[src/rtl/regfile_pkg.sv]
// -----------------------------------------------------------------------------
// regfile_pkg
//   Shared widths, constants and types for the register-file writeback
//   arbiter and its per-requester slot.
//
//   REG_ADDR_W   : register index width (32 architectural registers)
//   DATA_W       : register data width
//   ZERO_REG     : index of the hardwired-zero register
//   slot_state_e : occupancy of a one-entry writeback slot
//   req_sel_e    : identifies requester A or B (round-robin pointer value)
//   wb_entry_t   : one buffered write (destination register + data)
// -----------------------------------------------------------------------------
package regfile_pkg;

    localparam int REG_ADDR_W = 5;
    localparam int DATA_W     = 32;

    localparam logic [REG_ADDR_W-1:0] ZERO_REG = 5'd0;

    typedef enum logic {
        EMPTY = 1'b0,
        FULL  = 1'b1
    } slot_state_e;

    typedef enum logic {
        SEL_A = 1'b0,
        SEL_B = 1'b1
    } req_sel_e;

    typedef struct packed {
        logic [REG_ADDR_W-1:0] wreg;
        logic [DATA_W-1:0]     wdata;
    } wb_entry_t;

endpackage : regfile_pkg

[src/rtl/wb_slot.sv]
// -----------------------------------------------------------------------------
// wb_slot
//   One-entry writeback buffer owned by a single requester. The slot accepts a
//   write when it is empty, or when it is full and its entry is being granted
//   to the register file this cycle (so a busy requester keeps one write per
//   cycle flowing). Writes to the zero register are swallowed on acceptance.
//
//   clk      in   clock
//   rst_n    in   asynchronous active-low reset
//   valid_i  in   requester presents a write
//   ready_o  out  slot can take a write this cycle (no path from valid_i)
//   reg_i    in   destination register of the presented write
//   data_i   in   data of the presented write
//   grant_i  in   arbiter drains this slot's entry at the coming edge
//   full_o   out  slot holds a buffered write
//   fill_o   out  a write is being captured into the slot at the coming edge
//   reg_o    out  destination register of the buffered write
//   data_o   out  data of the buffered write
// -----------------------------------------------------------------------------
module wb_slot
    import regfile_pkg::*;
(
    input  logic                  clk,
    input  logic                  rst_n,
    input  logic                  valid_i,
    output logic                  ready_o,
    input  logic [REG_ADDR_W-1:0] reg_i,
    input  logic [DATA_W-1:0]     data_i,
    input  logic                  grant_i,
    output logic                  full_o,
    output logic                  fill_o,
    output logic [REG_ADDR_W-1:0] reg_o,
    output logic [DATA_W-1:0]     data_o
);

    slot_state_e state_q, state_d;
    wb_entry_t   entry_q, entry_d;
    logic        accept;

    // NOTE: every signal driven here gets a default first, so no path through
    // the block leaves a value unassigned and no latch can be inferred.
    always_comb begin
        state_d = state_q;
        entry_d = entry_q;

        // grant_i is derived from slot state only, so ready_o never depends
        // on any valid input.
        ready_o = (state_q == EMPTY) || grant_i;
        accept  = valid_i && ready_o;
        fill_o  = accept && (reg_i != ZERO_REG);

        if (fill_o) begin
            // Capture wins over drain: a granted entry is replaced in place.
            state_d = FULL;
            entry_d = '{wreg: reg_i, wdata: data_i};
        end else if (grant_i) begin
            // Covers plain drains and drains paired with an r0 write, which is
            // accepted but never stored.
            state_d = EMPTY;
        end
    end

    // NOTE: state is updated with non-blocking assignments only, so every
    // register samples the pre-edge values regardless of block ordering.
    // The entry is reset along with the state; it is a single word, and a
    // defined value keeps the read-back ports free of X after reset.
    always_ff @(posedge clk or negedge rst_n) begin
        if (!rst_n) begin
            state_q <= EMPTY;
            entry_q <= '0;
        end else begin
            state_q <= state_d;
            entry_q <= entry_d;
        end
    end

    assign full_o = (state_q == FULL);
    assign reg_o  = entry_q.wreg;
    assign data_o = entry_q.wdata;

endmodule : wb_slot

[src/rtl/regfile_wb_arbiter.sv]
// -----------------------------------------------------------------------------
// regfile_wb_arbiter
//   Merges two writeback streams (A: ALU, B: multdiv) onto the single write
//   port of the register file. Each stream owns a one-entry slot; at most one
//   slot is drained per cycle into the registered write port.
//
//   Arbitration when both slots are full:
//     - same destination register : the older entry goes first (age bit)
//     - different registers       : RR_EN=1 round-robin, RR_EN=0 A first
//   A lone full slot is always granted.
//
//   Parameters
//     RR_EN           1 = round-robin, 0 = fixed priority to A
//   Ports
//     clock           in   single clock, rising edge
//     ctrl_reset_n    in   asynchronous active-low reset
//     a_valid/b_valid in   requester presents a write
//     a_ready/b_ready out  requester's slot can accept this cycle
//     a_reg/b_reg     in   destination register
//     a_data/b_data   in   write data
//     rf_writeEnable  out  register-file write strobe (registered)
//     rf_writeReg     out  register-file write index (registered)
//     rf_writeData    out  register-file write data  (registered)
//     q_reg           in   hazard-query register index
//     q_pending       out  q_reg has a write still in flight (combinational)
//     busy            out  any slot full or a write on the port
// -----------------------------------------------------------------------------
module regfile_wb_arbiter
    import regfile_pkg::*;
#(
    parameter bit RR_EN = 1'b1
) (
    input  logic                  clock,
    input  logic                  ctrl_reset_n,

    input  logic                  a_valid,
    output logic                  a_ready,
    input  logic [REG_ADDR_W-1:0] a_reg,
    input  logic [DATA_W-1:0]     a_data,

    input  logic                  b_valid,
    output logic                  b_ready,
    input  logic [REG_ADDR_W-1:0] b_reg,
    input  logic [DATA_W-1:0]     b_data,

    output logic                  rf_writeEnable,
    output logic [REG_ADDR_W-1:0] rf_writeReg,
    output logic [DATA_W-1:0]     rf_writeData,

    input  logic [REG_ADDR_W-1:0] q_reg,
    output logic                  q_pending,
    output logic                  busy
);

    // Slot-side signals
    logic                  a_full, b_full;
    logic                  a_fill, b_fill;
    logic [REG_ADDR_W-1:0] a_wreg, b_wreg;
    logic [DATA_W-1:0]     a_wdata, b_wdata;
    logic                  grant_a, grant_b;

    // Arbiter state
    req_sel_e              rr_q, rr_d;           // requester favoured on the next contested grant
    logic                  b_older_q, b_older_d; // B holds the older entry when both are full
    logic                  a_stay, b_stay;

    // Write port
    logic                  rf_we_q, rf_we_d;
    logic [REG_ADDR_W-1:0] rf_reg_q, rf_reg_d;
    logic [DATA_W-1:0]     rf_data_q, rf_data_d;

    wb_slot u_slot_a (
        .clk     (clock),
        .rst_n   (ctrl_reset_n),
        .valid_i (a_valid),
        .ready_o (a_ready),
        .reg_i   (a_reg),
        .data_i  (a_data),
        .grant_i (grant_a),
        .full_o  (a_full),
        .fill_o  (a_fill),
        .reg_o   (a_wreg),
        .data_o  (a_wdata)
    );

    wb_slot u_slot_b (
        .clk     (clock),
        .rst_n   (ctrl_reset_n),
        .valid_i (b_valid),
        .ready_o (b_ready),
        .reg_i   (b_reg),
        .data_i  (b_data),
        .grant_i (grant_b),
        .full_o  (b_full),
        .fill_o  (b_fill),
        .reg_o   (b_wreg),
        .data_o  (b_wdata)
    );

    always_comb begin
        grant_a   = 1'b0;
        grant_b   = 1'b0;
        rr_d      = rr_q;
        b_older_d = b_older_q;
        rf_we_d   = 1'b0;
        rf_reg_d  = rf_reg_q;
        rf_data_d = rf_data_q;

        // Grant: slot occupancy, entry registers and arbiter state only.
        case ({a_full, b_full})
            2'b10: grant_a = 1'b1;
            2'b01: grant_b = 1'b1;
            2'b11: begin
                if (a_wreg == b_wreg) begin
                    // Same destination: program order must be preserved.
                    grant_b = b_older_q;
                    grant_a = !b_older_q;
                end else if (RR_EN && (rr_q == SEL_B)) begin
                    grant_b = 1'b1;
                end else begin
                    grant_a = 1'b1;
                end
            end
            default: ;
        endcase

        // The pointer only moves on contested grants.
        if (a_full && b_full) begin
            rr_d = grant_a ? SEL_B : SEL_A;
        end

        // Age: an entry kept in its slot is older than one captured beside it;
        // simultaneous captures treat A as older.
        a_stay = a_full && !grant_a;
        b_stay = b_full && !grant_b;
        if (a_fill && b_fill) begin
            b_older_d = 1'b0;
        end else if (a_stay && b_fill) begin
            b_older_d = 1'b0;
        end else if (b_stay && a_fill) begin
            b_older_d = 1'b1;
        end

        // Write port: load on grant, otherwise drop the strobe and hold.
        if (grant_a) begin
            rf_we_d   = 1'b1;
            rf_reg_d  = a_wreg;
            rf_data_d = a_wdata;
        end else if (grant_b) begin
            rf_we_d   = 1'b1;
            rf_reg_d  = b_wreg;
            rf_data_d = b_wdata;
        end
    end

    always_ff @(posedge clock or negedge ctrl_reset_n) begin
        if (!ctrl_reset_n) begin
            rr_q      <= SEL_A;
            b_older_q <= 1'b0;
            rf_we_q   <= 1'b0;
            rf_reg_q  <= ZERO_REG;
            rf_data_q <= '0;
        end else begin
            rr_q      <= rr_d;
            b_older_q <= b_older_d;
            rf_we_q   <= rf_we_d;
            rf_reg_q  <= rf_reg_d;
            rf_data_q <= rf_data_d;
        end
    end

    assign rf_writeEnable = rf_we_q;
    assign rf_writeReg    = rf_reg_q;
    assign rf_writeData   = rf_data_q;

    assign busy = a_full || b_full || rf_we_q;

    // r0 never reads as pending: it is never stored and never written.
    assign q_pending = (q_reg != ZERO_REG) &&
                       ((a_full  && (a_wreg   == q_reg)) ||
                        (b_full  && (b_wreg   == q_reg)) ||
                        (rf_we_q && (rf_reg_q == q_reg)));

endmodule : regfile_wb_arbiter

[config.mk]
export PLATFORM = sky130hd
export DESIGN_NAME = regfile_wb_arbiter
export DESIGN_NICKNAME = d
export VERILOG_FILES = /design/src/rtl/regfile_pkg.sv /design/src/rtl/wb_slot.sv /design/src/rtl/regfile_wb_arbiter.sv
export SDC_FILE = /design/constraint.sdc
export NUM_CORES = 1
export LEC_CHECK = 0
export ABC_AREA = 1
export CORE_ASPECT_RATIO = 0.8
export CORE_MARGIN = 8
export CORE_UTILIZATION = 46
export CTS_CLUSTER_DIAMETER = 30
export DETAILED_ROUTE_END_ITERATION = 16
export GPL_ROUTABILITY_DRIVEN = 0
export GPL_TIMING_DRIVEN = 0
export HOLD_SLACK_MARGIN = 0.02
export PLACE_DENSITY_LB_ADDON = 0.3
export SLEW_MARGIN = 20
export SYNTH_ARGS = -nofsm -noshare
export SYNTH_HDL_FRONTEND = slang
export SYNTH_HIERARCHICAL = 1
export SYNTH_SLANG_ARGS = --single-unit
[constraint.sdc]
create_clock -name clock -period 2 [get_ports clock]
set_clock_uncertainty 0.1 [all_clocks]
set_input_delay 0.4 -clock clock [delete_from_list [all_inputs] [get_ports clock]]
set_output_delay 0.4 -clock clock [all_outputs]
set_load 0.01 [all_outputs]
==> metrics.md, run 1 <==
| Metric | Value |
|---|---|
| GRT met1 Usage | 0.291 |
| Grt peak-use layer | met2 |
| Top FF cell, synth | dfrtp_1 |
| Clk slew on worst S/H paths | 50 ps |
| Most common cell on crit path | nand2_2 |
| DRT antenna net count | 0 |
| Top post-synthesis cells by count | nand2_1 (216), nand3_1 (188), dfrtp_1 (116) |
| Critical Path RT | 1500 ps |
| Avg WL per Cell | 19.0 um |
| Vias | 6025 |
| Largest net degree at the start of global routing | 63 |
| Global-route usage over all layers | 0.236 |
| Post-Route Setup TNS | -34050 ps |
| Synth async-reset ratio | 1.00 |
| Num rows | 36 |
| Die ar. | 16000 sq um |
| Post-Synthesis Cells | 709 |
| Gr ovfl total | 0 |
| Worst VDD drop | 965 uV |
| Netlist cell types | 26 |
| Seq/Total Area, Yosys | 0.518 |
| Crit. End Element | primary output |
| Cell Chain, Critical Path | inv_2 -> nand2_1 -> nand2_1 -> nor2_4 -> nand3_2 -> nand2_2 -> nand2_2 -> nand2_2 -> buf_6 -> nand2_4 -> nor2_4 -> inv_2 -> nand2_4 -> buf_6 |
| Final Util | 0.714 |
| Pint | 9020 uW |
| Sequential share of power | 0.291 |
| Smallest setup slack after layout | -593 ps |
| Clock buffer depth | 2 |
| Failing checks | negative setup slack |
| CTS root buf | clkbuf_16 |
| Synth area leader | dfrtp_1 |
| Count leader, synth | nand2_1 |
| Sink Count | 116 |
| Pre-Repair DR Iteration Count | 6 |
| Reg-to-reg endpoint | b_older_q$_DFFE_PN0P_ |
| Origin of the critical flop-to-flop path | u_slot_b/reg_o[4]$_DFFE_PN0P_ |
| DRC Markers | 0 |
| HP Class | reg -> reg |
| Mean Syn Cell Area | 7.91 sq um |
| CTS tree | done |
| Combinational share of power | 0.532 |
| First-pass GRT wire length | 29.9 mm |
| Max Clk Rate | 386 MHz |
| N_diodes | 0 |
| Maximum fanout along the worst path | 4 |
| Crit start category | flop |
| Slew Viols, Final | 0 |
| Synth Register Bits | 116 |
| Number of I/O pins | 125 |
| Vias in the first global route | 6000 |
| R2R setup slack | -590 ps |
| Tmin final | 2590 ps |
| Sw frac | 0.412 |
| GR Util met3 | 0.0697 |
| Power per cell area | 1790 nW/um^2 |
| Power, Total | 15400 uW |
| R2R depth | 21 |
| DR iter-0 viols | 644 |
| Share of the synthesized area in the top cell type | 0.518 |
| Worst Path Buf+Inv | 4 |
| Outcome | finished with violations |
| Post-synth EDFFs | 0 |
| Period utilisation layout | 1.30 |
| Max cap viols | 0 |
| CP Class | reg -> out |
| Synth-to-layout area growth | 53.1% |
| CP max stage cell | dfrtp_1 |
| Setup crit end | b_ready |
| WP data arrival | 2090 ps |
| Port Buf Inserts | 124 |
| Worst-Skew Late Latency | 410 ps |
| Yosys warns | 6 |
| Pre-CTS setup slack | -752 ps |
| H-tree depth | 4 |
| CP Depth | 14 |
| GR Layer Usage met2 | 0.385 |
| Worst-Margin Slew | 682 ps |
| Initial antenna violation count | 0 |
| Mapped Area | 5610 sq um |
| RSZ-0062 raised after global routing | yes |
| Synth area leaders | dfrtp_1 (52%), nand3_1 (17%), nand2_1 (14%) |
| Fraction of layout cells with a size suffix above 1 | 0.240 |
| Switching pwr | 6330 uW |
| CP max stage delay | 400 ps |
| P_leak | 0.00424 uW |
| Die extent in x | 139 um |
| Slew headroom | 0.545 |
| Final hold violations | 0 |
| DR vias/cell | 5.64 |
| DP Cell Count | 986 |
| Cell family with most CP delay | simple AND/OR/NAND/NOR gates |
| CTS buffer count | 17 |
| Syn nets | 792 |
| Share of power burned in the clock network | 0.177 |
| CP startpoint | u_slot_b/reg_o[4]$_DFFE_PN0P_ |
| Dpl hpwl | 12.6 mm |
| Setup-failing EPs final | 107 |
| Die Ht | 115 um |
| Post-layout nets | 990 |
| DRT Wirelength | 20.3 mm |
| Placeable core area | 12000 sq um |
| Non-Filler Instances | 1069 |
| Starting Density | 0.466 |
-- layout make-up --
type | instances | area [sq um]
flip-flops and latches | 116 | 2910
clock inverters | 5 | 27.5
plain buffers | 43 | 345
multi-input cells | 488 | 2550
fillers | 871 | 3440
well taps | 152 | 190
inverters | 60 | 230
clock buffers | 24 | 492
repair buffers | 181 | 1840
-- timing repair --
item	4_1_cts	5_1_grt
cloned	2	5
endpoints found under the hold margin	54	0
setup buffers	38	14
setup endpoints to repair	82	112
pin swaps	21	21
hold buffers	1	0
gates resized for setup	58	136
-- registers in the layout, summed over array words and instances (netlist names) --
name	count
u_slot_b/data_o	32
u_slot_a/reg_o	5
u_slot_a/data_o	32
b_older_q	1
rr_q	1
rf_writeData	32
rf_writeReg	5
u_slot_b/reg_o	5
rf_writeEnable	1
u_slot_b/full_o	1
u_slot_a/full_o	1
-- cell usage in the layout (no fill, tap or decap), types with 4 or more instances in the layout --
cell,count
dfrtp_2,6
clkinv_2,4
buf_2,4
nand2_4,16
dlygate4sd2_1,5
buf_8,8
inv_2,9
nor2_2,5
nor2_4,4
nor2_1,41
dfrtp_1,110
buf_6,29
nand2_2,52
xor2_1,6
nand3_1,185
clkbuf_1,17
clkbuf_8,4
nand2_1,153
buf_4,41
clkbuf_16,21
clkdlybuf4s50_1,114
inv_1,49
-- logic make-up (layout without fill, tap and decap cells) --
group                     Yosys count  in the layout  synth area share
AOI/OAI and AO/OA                  14             14            0.0158
DFF                               116            116             0.518
buffers and inverters             105            313            0.0870
and+or+nand+nor                   466            466             0.367
xor gates and xnor gates            8              8            0.0125
-- per-stage QoR --
step | instance area (sq um) | hold slack, ps
CTS | 7990 | 373
global route | 8580 | 386
floorplan | 5610 | 4.41
global placement | 7050 | 354
finish | 8580 | 372
detailed placement | 7070 | 290
-- tightest hold or removal path, cell delays in order, from the launching register on --
cell and delay [ps]:
dfrtp_1 340, nand2_1 60, nand2_1 50
-- power groups by stage --
stage	clock network (uW)	registers, uW	logic (uW)
final	2720	4470	8170
after global routing	2830	4580	8820
after CTS	2710	4300	6690
after detailed placement	0	4370	5700
after global placement	0	4350	5500
after floorplan	0	4300	3470
-- metal layers --
metal	routed length, um	share of wire	up-vias
met5	0	0	-
met4	867	0.043	0
met3	1780	0.087	86
met2	9700	0.48	359
met1	8000	0.39	2918
li1	-	-	2662
-- how the worst min path moves through the flow --
stage                                          startpoint                              end  slack [ps]  depth (start not counted)
after floorplan                              ctrl_reset_n            b_older_q$_DFFE_PN0P_           4                          0
after global placement    u_slot_b/data_o[15]$_DFFE_PN0P_  u_slot_b/data_o[15]$_DFFE_PN0P_         350                          2
after detailed placement                     ctrl_reset_n  u_slot_b/data_o[27]$_DFFE_PN0P_         290                          1
after CTS                 u_slot_b/data_o[10]$_DFFE_PN0P_  u_slot_b/data_o[10]$_DFFE_PN0P_         370                          2
after global routing      u_slot_a/data_o[10]$_DFFE_PN0P_  u_slot_a/data_o[10]$_DFFE_PN0P_         390                          2
final                     u_slot_a/data_o[10]$_DFFE_PN0P_  u_slot_a/data_o[10]$_DFFE_PN0P_         370                          2
(Power assumes the default switching activity.)
==> run 2: changes to the inputs <==
SLEW_MARGIN = 5   (was 20)
==> results of run 2 <==
No change in the layout: final DEF, timing and power equal those of run 1.
==> run 3: changes to the inputs <==
ABC_CLOCK_PERIOD_IN_PS = 2000   (was default)
==> results of run 3 <==
No change in the layout: final DEF, timing and power equal those of run 1.
